`src/rtl/clock_pkg.sv`:
```
// Shared definitions for the alarm-clock key controller: FSM state codes,
// the idle key code, BCD limits and the HH:MM validity check.
package clock_pkg;

    // FSM state codes.
    typedef logic [2:0] state_t;

    localparam state_t SHOW_TIME  = 3'd0;
    localparam state_t KEY_STORED = 3'd1;
    localparam state_t KEY_WAITED = 3'd2;
    localparam state_t KEY_ENTRY  = 3'd3;
    localparam state_t SHOW_ALARM = 3'd4;

    // Key code reported by the scanner when no key is pressed.
    localparam logic [3:0] NOKEY = 4'hA;

    // BCD limits for a 24-hour HH:MM value.
    localparam logic [3:0] BCD_DIGIT_MAX   = 4'd9;
    localparam logic [3:0] BCD_MS_HR_MAX   = 4'd2;
    localparam logic [3:0] BCD_LS_HR_AT_20 = 4'd3;
    localparam logic [3:0] BCD_MS_MIN_MAX  = 4'd5;

    // True for a decimal digit key (0-9).
    function automatic logic is_digit(input logic [3:0] k);
        return (k <= BCD_DIGIT_MAX);
    endfunction

    // True when {ms_hr, ls_hr, ms_min, ls_min} is a legal 24-hour time.
    function automatic logic hhmm_valid(input logic [15:0] t);
        logic ok;
        ok = (t[15:12] <= BCD_MS_HR_MAX)  &&
             (t[11:8]  <= BCD_DIGIT_MAX)  &&
             (t[7:4]   <= BCD_MS_MIN_MAX) &&
             (t[3:0]   <= BCD_DIGIT_MAX);
        if ((t[15:12] == BCD_MS_HR_MAX) && (t[11:8] > BCD_LS_HR_AT_20)) begin
            ok = 1'b0;
        end else begin
            ok = ok;
        end
        return ok;
    endfunction

endpackage

```
`src/rtl/clock_key_controller_if.sv`:
```
// Keypad/button inputs and counter/alarm/display outputs of the key controller.
interface clock_key_controller_if;

    logic [3:0]  key;
    logic        alarm_button;
    logic        time_button;
    logic [15:0] new_time;
    logic        load_new_c;
    logic        load_new_a;
    logic        show_alarm;
    logic        show_new_time;
    logic        entry_error;

    // Controller side.
    modport slave (
        input  key, alarm_button, time_button,
        output new_time, load_new_c, load_new_a, show_alarm, show_new_time, entry_error
    );

    // Keypad scanner / counter / display side.
    modport master (
        output key, alarm_button, time_button,
        input  new_time, load_new_c, load_new_a, show_alarm, show_new_time, entry_error
    );

endinterface

```
`src/rtl/key_buffer.sv`:
```
// Four-digit BCD entry buffer. The first digit of an entry clears the older
// digits; later digits shift in from the right, dropping the oldest digit.
module key_buffer
    import clock_pkg::*;
(
    input  logic        clock,
    input  logic        reset_n,
    input  logic        shift_en,
    input  logic        first,
    input  logic [3:0]  digit,
    output logic [15:0] value,
    output logic        valid
);

    // Shift register holding {ms_hr, ls_hr, ms_min, ls_min}.
    always_ff @(posedge clock or negedge reset_n) begin
        if (!reset_n) begin
            value <= 16'h0000;
        end else if (shift_en) begin
            if (first) begin
                value <= {12'h000, digit};
            end else begin
                value <= {value[11:0], digit};
            end
        end else begin
            value <= value;
        end
    end

    assign valid = hhmm_valid(value);

endmodule

```
`src/rtl/clock_key_controller.sv`:
```
// Keypad sequencer for the 24-hour alarm clock: collects digits into the BCD
// entry buffer, validates HH:MM on commit and strobes the counter or alarm
// register. Abandons an idle entry after TIMEOUT cycles.
module clock_key_controller
    import clock_pkg::*;
#(
    parameter int unsigned TIMEOUT = 2000,
    parameter int unsigned TW      = 11
) (
    input  logic                  clock,
    input  logic                  reset_n,
    clock_key_controller_if.slave bus
);

    localparam logic [TW-1:0] TMAX = TW'(TIMEOUT - 1);

    state_t        state;
    state_t        next_state;
    logic [3:0]    key_norm;
    logic [3:0]    key_prev;
    logic          digit_in;
    logic [TW-1:0] tcnt;
    logic          timeout_hit;
    logic          shift_en;
    logic          shift_first;
    logic          commit_c;
    logic          commit_a;
    logic          commit_err;
    logic [15:0]   buf_value;
    logic          buf_valid;
    logic          load_c;
    logic          load_a;
    logic          err_strobe;
    logic          alarm_disp;
    logic          entry_disp;

    key_buffer u_key_buffer (
        .clock    (clock),
        .reset_n  (reset_n),
        .shift_en (shift_en),
        .first    (shift_first),
        .digit    (key_norm),
        .value    (buf_value),
        .valid    (buf_valid)
    );

    // Map non-digit codes onto NOKEY and flag an expired idle timer.
    always_comb begin
        key_norm = NOKEY;
        if (is_digit(bus.key)) begin
            key_norm = bus.key;
        end else begin
            key_norm = NOKEY;
        end
        digit_in    = (key_norm != NOKEY);
        timeout_hit = (tcnt == TMAX);
    end

    // Next-state, buffer-shift and commit decisions.
    always_comb begin
        next_state  = state;
        shift_en    = 1'b0;
        shift_first = 1'b0;
        commit_c    = 1'b0;
        commit_a    = 1'b0;
        commit_err  = 1'b0;
        case (state)
            SHOW_TIME: begin
                if (digit_in) begin
                    shift_en    = 1'b1;
                    shift_first = 1'b1;
                    next_state  = KEY_STORED;
                end else if (bus.alarm_button) begin
                    next_state = SHOW_ALARM;
                end else begin
                    next_state = SHOW_TIME;
                end
            end
            KEY_STORED: begin
                next_state = KEY_WAITED;
            end
            KEY_WAITED: begin
                if (!digit_in) begin
                    next_state = KEY_ENTRY;
                end else if (timeout_hit) begin
                    next_state = SHOW_TIME;
                end else begin
                    next_state = KEY_WAITED;
                end
            end
            KEY_ENTRY: begin
                if (bus.time_button) begin
                    commit_c   = buf_valid;
                    commit_err = !buf_valid;
                    next_state = SHOW_TIME;
                end else if (bus.alarm_button) begin
                    commit_a   = buf_valid;
                    commit_err = !buf_valid;
                    next_state = SHOW_TIME;
                end else if (digit_in) begin
                    shift_en   = 1'b1;
                    next_state = KEY_STORED;
                end else if (timeout_hit) begin
                    next_state = SHOW_TIME;
                end else begin
                    next_state = KEY_ENTRY;
                end
            end
            SHOW_ALARM: begin
                if (!bus.alarm_button) begin
                    next_state = SHOW_TIME;
                end else begin
                    next_state = SHOW_ALARM;
                end
            end
            default: begin
                next_state = SHOW_TIME;
            end
        endcase
    end

    // State register.
    always_ff @(posedge clock or negedge reset_n) begin
        if (!reset_n) begin
            state <= SHOW_TIME;
        end else begin
            state <= next_state;
        end
    end

    // Remember the last sampled key so a changed key restarts the idle timer.
    always_ff @(posedge clock or negedge reset_n) begin
        if (!reset_n) begin
            key_prev <= NOKEY;
        end else begin
            key_prev <= key_norm;
        end
    end

    // Idle timer: restarts on any state change or key change, counts while
    // waiting for release or for the next digit, and saturates at TMAX.
    always_ff @(posedge clock or negedge reset_n) begin
        if (!reset_n) begin
            tcnt <= '0;
        end else if ((next_state != state) || (key_norm != key_prev)) begin
            tcnt <= '0;
        end else if (((state == KEY_WAITED) || (state == KEY_ENTRY)) && (tcnt != TMAX)) begin
            tcnt <= tcnt + TW'(1);
        end else begin
            tcnt <= tcnt;
        end
    end

    // Registered strobes and display selects, aligned with the state register.
    always_ff @(posedge clock or negedge reset_n) begin
        if (!reset_n) begin
            load_c     <= 1'b0;
            load_a     <= 1'b0;
            err_strobe <= 1'b0;
            alarm_disp <= 1'b0;
            entry_disp <= 1'b0;
        end else begin
            load_c     <= commit_c;
            load_a     <= commit_a;
            err_strobe <= commit_err;
            alarm_disp <= (next_state == SHOW_ALARM);
            entry_disp <= (next_state == KEY_STORED) ||
                          (next_state == KEY_WAITED) ||
                          (next_state == KEY_ENTRY);
        end
    end

    assign bus.new_time      = buf_value;
    assign bus.load_new_c    = load_c;
    assign bus.load_new_a    = load_a;
    assign bus.entry_error   = err_strobe;
    assign bus.show_alarm    = alarm_disp;
    assign bus.show_new_time = entry_disp;

endmodule

```
`src/flat_wrapper.sv`:
```
// flat-port wrapper written by rule: the top's interface ports become plain ports
module clock_key_controller_flat import clock_pkg::*;
#(
    parameter int unsigned TIMEOUT = 2000,
    parameter int unsigned TW      = 11
)
  (clock, reset_n, bus_key, bus_alarm_button, bus_time_button, bus_new_time, bus_load_new_c, bus_load_new_a, bus_show_alarm, bus_show_new_time, bus_entry_error);
  clock_key_controller_if bus_i ();
  input  logic clock;
  input  logic reset_n;
  input wire logic [$bits(bus_i.key)-1:0] bus_key;
  input wire logic [$bits(bus_i.alarm_button)-1:0] bus_alarm_button;
  input wire logic [$bits(bus_i.time_button)-1:0] bus_time_button;
  output wire logic [$bits(bus_i.new_time)-1:0] bus_new_time;
  output wire logic [$bits(bus_i.load_new_c)-1:0] bus_load_new_c;
  output wire logic [$bits(bus_i.load_new_a)-1:0] bus_load_new_a;
  output wire logic [$bits(bus_i.show_alarm)-1:0] bus_show_alarm;
  output wire logic [$bits(bus_i.show_new_time)-1:0] bus_show_new_time;
  output wire logic [$bits(bus_i.entry_error)-1:0] bus_entry_error;
  assign bus_i.key = bus_key;
  assign bus_i.alarm_button = bus_alarm_button;
  assign bus_i.time_button = bus_time_button;
  assign bus_new_time = bus_i.new_time;
  assign bus_load_new_c = bus_i.load_new_c;
  assign bus_load_new_a = bus_i.load_new_a;
  assign bus_show_alarm = bus_i.show_alarm;
  assign bus_show_new_time = bus_i.show_new_time;
  assign bus_entry_error = bus_i.entry_error;
  clock_key_controller #(.TIMEOUT(TIMEOUT), .TW(TW)) u_core (.clock(clock), .reset_n(reset_n), .bus(bus_i));
endmodule
```
`config.mk`:
```
export PLATFORM = sky130hd
export DESIGN_NAME = clock_key_controller_flat
export DESIGN_NICKNAME = d
export VERILOG_FILES = /design/src/rtl/clock_pkg.sv /design/src/rtl/clock_key_controller_if.sv /design/src/rtl/key_buffer.sv /design/src/rtl/clock_key_controller.sv /design/src/flat_wrapper.sv
export SDC_FILE = /design/constraint.sdc
export NUM_CORES = 1
export LEC_CHECK = 0
export ABC_AREA = 1
export BUFFER_PORTS_ARGS = -buffer_cell sky130_fd_sc_hd__buf_2
export CORE_AREA = 5 5 78 80
export CTS_CLUSTER_SIZE = 10
export DETAILED_ROUTE_END_ITERATION = 10
export DIE_AREA = 0 0 83 85
export SLEW_MARGIN = 15
export SYNTH_ARGS = -nofsm -noshare
export SYNTH_HDL_FRONTEND = slang
export SYNTH_HIERARCHICAL = 1
export SYNTH_SLANG_ARGS = --single-unit
```
`constraint.sdc`:
```
create_clock -name clock -period 1.7 [get_ports clock]
set_clock_uncertainty 0.15 [all_clocks]
set_input_delay 0.34 -clock clock [delete_from_list [all_inputs] [get_ports clock]]
set_output_delay 0.34 -clock clock [all_outputs]
set_load 0.05 [all_outputs]
```
# After elaboration in Yosys (flattened, before gate mapping)
# Index checks and enable logic that the tools add are counted.
classes:
  eq_ne: 14
  add_sub_neg: 1
  order_cmp: 6
  mux: 27
  n_reduce_logical: 12
ops:
  columns: ["cell", "n"]
  rows:
  - ["11-bit two-way mux", 2]
  - ["3-bit two-way mux", 6]
  - ["16-bit two-way mux", 1]
  - ["3-bit one-hot mux with 5 select lines", 1]
  - ["1-bit two-way mux", 13]
  - ["3-bit by 2-bit equality test with 1-bit output (second input constant)", 4]
  - ["4-bit less-or-equal comparator (second input constant)", 3]
  - ["11-bit by 1-bit adder with 11-bit output (second input constant)", 1]
  - ["11-bit equality test (second input constant)", 1]
  - ["11-bit inequality test (second input constant)", 1]
  - ["3-bit by 1-bit equality test with 1-bit output (second input constant)", 2]
  - ["3-bit equality test (second input constant)", 2]
  - ["1-bit logical AND", 5]
  - ["4-bit by 2-bit equality test with 1-bit output (second input constant)", 1]
  - ["4-bit by 2-bit > comparator with 1-bit output (second input constant)", 1]
  - ["4-bit by 2-bit less-or-equal comparator with 1-bit output (second input constant)", 1]
  - ["4-bit by 3-bit less-or-equal comparator with 1-bit output (second input constant)", 1]
  - ["1-bit logical OR", 4]
  - ["2-bit two-way mux", 2]
  - ["4-bit two-way mux", 1]
  - ["4-bit inequality test", 1]
  - ["4-bit inequality test (second input constant)", 1]
  - ["3-bit logical NOT", 1]
  - ["3-bit inequality test", 1]
  - ["other kinds (3)", 3]
word_totals:
  output_inout_bits: 21
  regBits: 39

# Longest topological paths before layout
depth:
  depth_word: 10
  mapped_depth: 12

# By module
# The synthesis kept the hierarchy.
modules_own_cells:
  columns: ["module", "seq_area_each_um2", "cells_each", "instances", "area_per_inst_um2"]
  rows:
  - ["clock_key_controller", 578.1, 166, 1, 1336.3]
  - ["key_buffer", 400.4, 69, 1, 713.2]

# Worst setup path before layout
# OpenSTA, ideal clock, no wires.
synth_timing:
  kind: "register to register"
  startpoint: "register u_core.tcnt[0]"
  endpoint: "register u_core.tcnt[10]"
  required_time_ps: 1430
  arrival_time_ps: 1400
  stages_incl_launch_ff: 10
  slack_ps: 30
  n_path_buf: 0
  synth_period_minus_slack_ps: 1670
  cell_sequence: "dfrtp_1 > ha_1 > inv_1 > nor2_4 > nand3_4 > nand2_1 > nor2_2 > nand2_1 > xor2_1 > nor2_2"
synth_between:
  elab_chain_len: 9
  word_cells_on_any_way: 16
  classes_between: "add/sub: 1; eq/ne: 3; mux: 9; reduce/logical: 3"
synth_lines:
  columns: ["element", "line_no", "rtl"]
  rows:
  - ["start, declared", "clock_key_controller.sv:22", "logic [TW-1:0] tcnt;"]
  - ["start signal, assigned", "clock_key_controller.sv:148", "tcnt <= tcnt + TW'(1);"]
  - ["start signal, assigned", "clock_key_controller.sv:150", "tcnt <= tcnt;"]
  - ["11-bit equality test", "clock_key_controller.sv:56", "timeout_hit = (tcnt == TMAX);"]
  - ["2-bit two-way mux", "clock_key_controller.sv:103", "end else if (timeout_hit) begin"]
  - ["3-bit two-way mux", "clock_key_controller.sv:100", "end else if (digit_in) begin"]
  - ["3-bit two-way mux", "clock_key_controller.sv:96", "end else if (bus.alarm_button) begin"]
  - ["3-bit two-way mux", "clock_key_controller.sv:92", "if (bus.time_button) begin"]
  - ["3-bit one-hot mux with 5 select lines", "clock_key_controller.sv:67", "case (state)"]
  - ["3-bit inequality test", "clock_key_controller.sv:145", "end else if ((next_state != state) || (key_norm != key_prev)) begin"]
  - ["1-bit logical OR", "clock_key_controller.sv:145", null]
  - ["11-bit two-way mux / 2-bit nonzero test (equally long branches)", null, null]
# Parallel ways exist; a longest one is shown, timed or not. The select of a mux whose other input is x is not followed.
# A chain may end at the register's enable or synchronous reset.

# Worst setup path after layout
# Same ends and word-level chain as after synthesis.

==> key figures <==
Status
  – Status: finished, violations left
  – Failing checks: setup timing

Timing
  – Post-route setup slack: -40.1 ps
  – Slew Limit Fails: 0
  – Unrepaired setup endpoints after global routing: true
  – Period minus WS final: 1740 ps
  – Final Hold Viols: 0
  – Hold WS: 147 ps
  – Setup TNS: -350 ps
  – Least-Margin Pin Slew: 477 ps
  – Final period utilization: 102%
  – Final setup fails: 11
  – Fmax: 575 MHz
  – Worst slew margin: 68.2%

Logic synthesis
  – Post-Synthesis Cell Area: 2050 µm²
  – Synth unique cells: 31
  – Mapped Cells: 235
  – Synth Flop Type: dfrtp_1
  – Yosys top cell area share: 45.2%
  – Syn Area/Cell: 8.72 µm²
  – Sequential fraction of the synthesis area: 47.7%
  – Synth area leader: dfrtp_1
  – Synth top area cells: dfrtp_1 (45%), nand2_1 (8.1%), inv_1 (7.5%), o22ai_2 (6.1%), nor2_1 (3.5%)
  – Post-synth EDFFs: 0
  – Top-count cell post-synth: nand2_1
  – Post-synth ARST share: 100%
  – Seq cells post-synth: 39
  – Synthesized net count: 244
  – Yosys warnings: 6
  – Top post-synthesis cells by count: nand2_1 (44), inv_1 (41), dfrtp_1 (37), nor2_1 (19), nor2_2 (11)

Final layout
  – Final-layout fill cell count: 510
  – Storage element area: 978 µm²
  – Fraction of layout cells with a size suffix above 1: 41.8%
  – Final #Nets: 314
  – Ant diodes: 0
  – P&R area growth vs syn: 36.1%
  – Final Non-Filler Cells: 378
  – Final Cell Area: 2790 µm²
  – Multi-input gate area in the final layout: 938 µm²

Pwr
  – Int Power: 2.33 mW
  – Switching part of the total power: 46.2%
  – Net Switching: 2.00 mW
  – Gate power share: 51.4%
  – Peak supply drop: 0.773 mV
  – Leakage: 1.34 nW
  – Flop pwr share: 30.1%
  – Clock power frac: 18.6%
  – Pwr Density: 1550 nW/µm²

Critical path
  – Setup CP Type: flip-flop to flip-flop
  – Flop2flop setup slack: -40 ps
  – CP max FO: 4
  – CP max stage delay: 370 ps
  – Cell with the largest stage delay on the worst path: dfrtp_1
  – Worst path arrival time: 1780 ps
  – CP Data Required Time: 1740 ps
  – CP startpoint kind: flip-flop
  – Critical Path Sink Type: flip-flop
  – Worst path most repeated cell: nor2_4
  – CP Cell Sequence: ha_2 -> inv_2 -> nor2_4 -> buf_6 -> nand3_1 -> nor2_4 -> nand2_1 -> xor2_2 -> nor2_4

Route
  – Drt pass-1 iters: 4
  – Wire per inst: 11.5 µm
  – Via Count: 1685
  – Via/cell ratio: 4.46
  – Final wirelength: 4340 µm
  – First-iteration detailed-routing DRC count: 98
  – Antenna-violating nets left: 0
  – DRC viols: 0

Flow run
  – Max-cap violations: 0

CTS
  – CTS buffer count: 5
  – Worst skew pair latency: 300 ps
  – Reg clk slew, reported paths: 80 ps
  – Htree depth: 2
  – Clock buffer depth: 2
  – TritonCTS clock tree: built
  – CTS sink count: 39
  – CTS root buf: clkbuf_8

Floorplanning
  – Core Footprint: 5340 µm²
  – Initial core utilization: 38.4%
  – Die Ht: 85 µm
  – # rows: 27
  – IO Pins: 29
  – Die X-Extent: 83 µm
  – Die area: 7060 µm²

Placed design
  – Port bufs: 28
  – Placed cell count: 364
  – Hpwl dp: 3170 µm
  – RePlAce Congestion: 0.804
  – Post-DP Area: 2550 µm²
  – Pre-CTS WS: -89.1 ps

Global routing
  – First-pass GRT wire length: 7660 µm
  – Total global-route track usage: 13.3%
  – Initial antenna violation count: 0
  – Vias in the first global route: 1700
  – GRT overflow: 0
  – Largest net degree at the start of global routing: 40

Hold path
  – Class of the worst hold path: primary input to flip-flop
==> critical path: cells and delay by family, from the launching register on <==
| family | cells | cell delay, ps |
|---|---|---|
| flops | 1 | 370 |
| buf+inv | 2 | 180 |
| simple gates | 5 | 590 |
| fa+ha+maj | 1 | 180 |
| xor+xnor | 1 | 190 |
==> worst paths after layout <==
check / startpoint / depth (start not counted) / to
hold reg to reg: u_core/u_key_buffer/value[0] / 2 / u_core/u_key_buffer/value[4]
setup reg to reg: u_core/tcnt[0] / 9 / u_core/tcnt[10]
min in group asynchronous: reset_n / 3 / u_core/key_prev[2]
max in group asynchronous: reset_n / 3 / u_core/key_prev[1]
setup / recovery: u_core/tcnt[0] / 9 / u_core/tcnt[10]
hold / removal: bus_key[0] / 3 / u_core/key_prev[0]
==> area by class of cell <==
| class | instances | area share, % |
|---|---|---|
| clock buffers | 5 | 2.47 |
| clock inverters | 3 | 1.70 |
| inverters | 44 | 5.92 |
| multi-input cells | 147 | 33.6 |
| flip-flops and latches | 39 | 35.1 |
| well taps | 72 | 3.23 |
| repair buffers | 68 | 17.9 |
==> metrics by stage <==
stage                     util (%)  total power, mW
after floorplan                  -             2.82
after global placement        47.8             3.41
after detailed placement      47.8             3.44
after CTS                     50.7             4.30
after global routing          52.3             4.60
final                         52.3             4.32
==> placed cells by master (no fill, tap or decap), types with 5 or more instances in the layout <==
cell / netlist / layout
nor2_2: 11 / 10
buf_4: 1 / 33
nand3_1: 9 / 8
nand2_2: 7 / 9
nor2_1: 19 / 17
nand4_1: 8 / 8
buf_2: 1 / 28
o21ai_0: 9 / 8
o22ai_2: 10 / 11
nor3_1: 5 / 5
dfrtp_1: 37 / 37
nand2_1: 44 / 41
clkbuf_8: 0 / 5
inv_1: 41 / 40
nor2_4: 4 / 7
==> layer usage <==
layer	track usage [%]	wire, µm
met4	7.13	122
met2	21.1	2100
met3	3.40	128
met5	0	0
met1	16.7	1990
==> registers in the layout, summed over array words and instances (netlist names) <==
name,cells
u_core/u_key_buffer/value,16
u_core/bus.show_new_time,1
u_core/state,3
u_core/bus.show_alarm,1
u_core/key_prev,4
u_core/bus.entry_error,1
u_core/bus.load_new_a,1
u_core/bus.load_new_c,1
u_core/tcnt,11
==> timing repair <==
action                     in CTS  in global routing
hold endpoints to repair       37                  0
setup endpoints to repair      13                 26
hold buffers                    1                  0
pin swaps                       6                  2
buffers inserted                1                  4
resized for setup               6                 12
==> kinds of logic (layout without fill, tap and decap cells) <==
family | after synthesis | after routing | share of synthesized area (%)
flops | 39 | 39 | 47.7
simple gates | 111 | 111 | 27.1
buf+inv | 49 | 120 | 9.95
fa+ha+maj | 1 | 1 | 0.610
xor+xnor | 7 | 7 | 2.99
compound gates | 28 | 28 | 11.6
==> power by group through the flow <==
stage          logic (mW)  registers (mW)  clock network, mW
4_1_cts              2.16            1.30              0.835
6_report             2.22            1.30              0.804
3_5_place_dp         2.12            1.32                  0
5_1_grt              2.38            1.34              0.879
3_3_place_gp         2.09            1.32                  0
2_1_floorplan       0.853            1.97                  0
(Power assumes the default switching activity.)
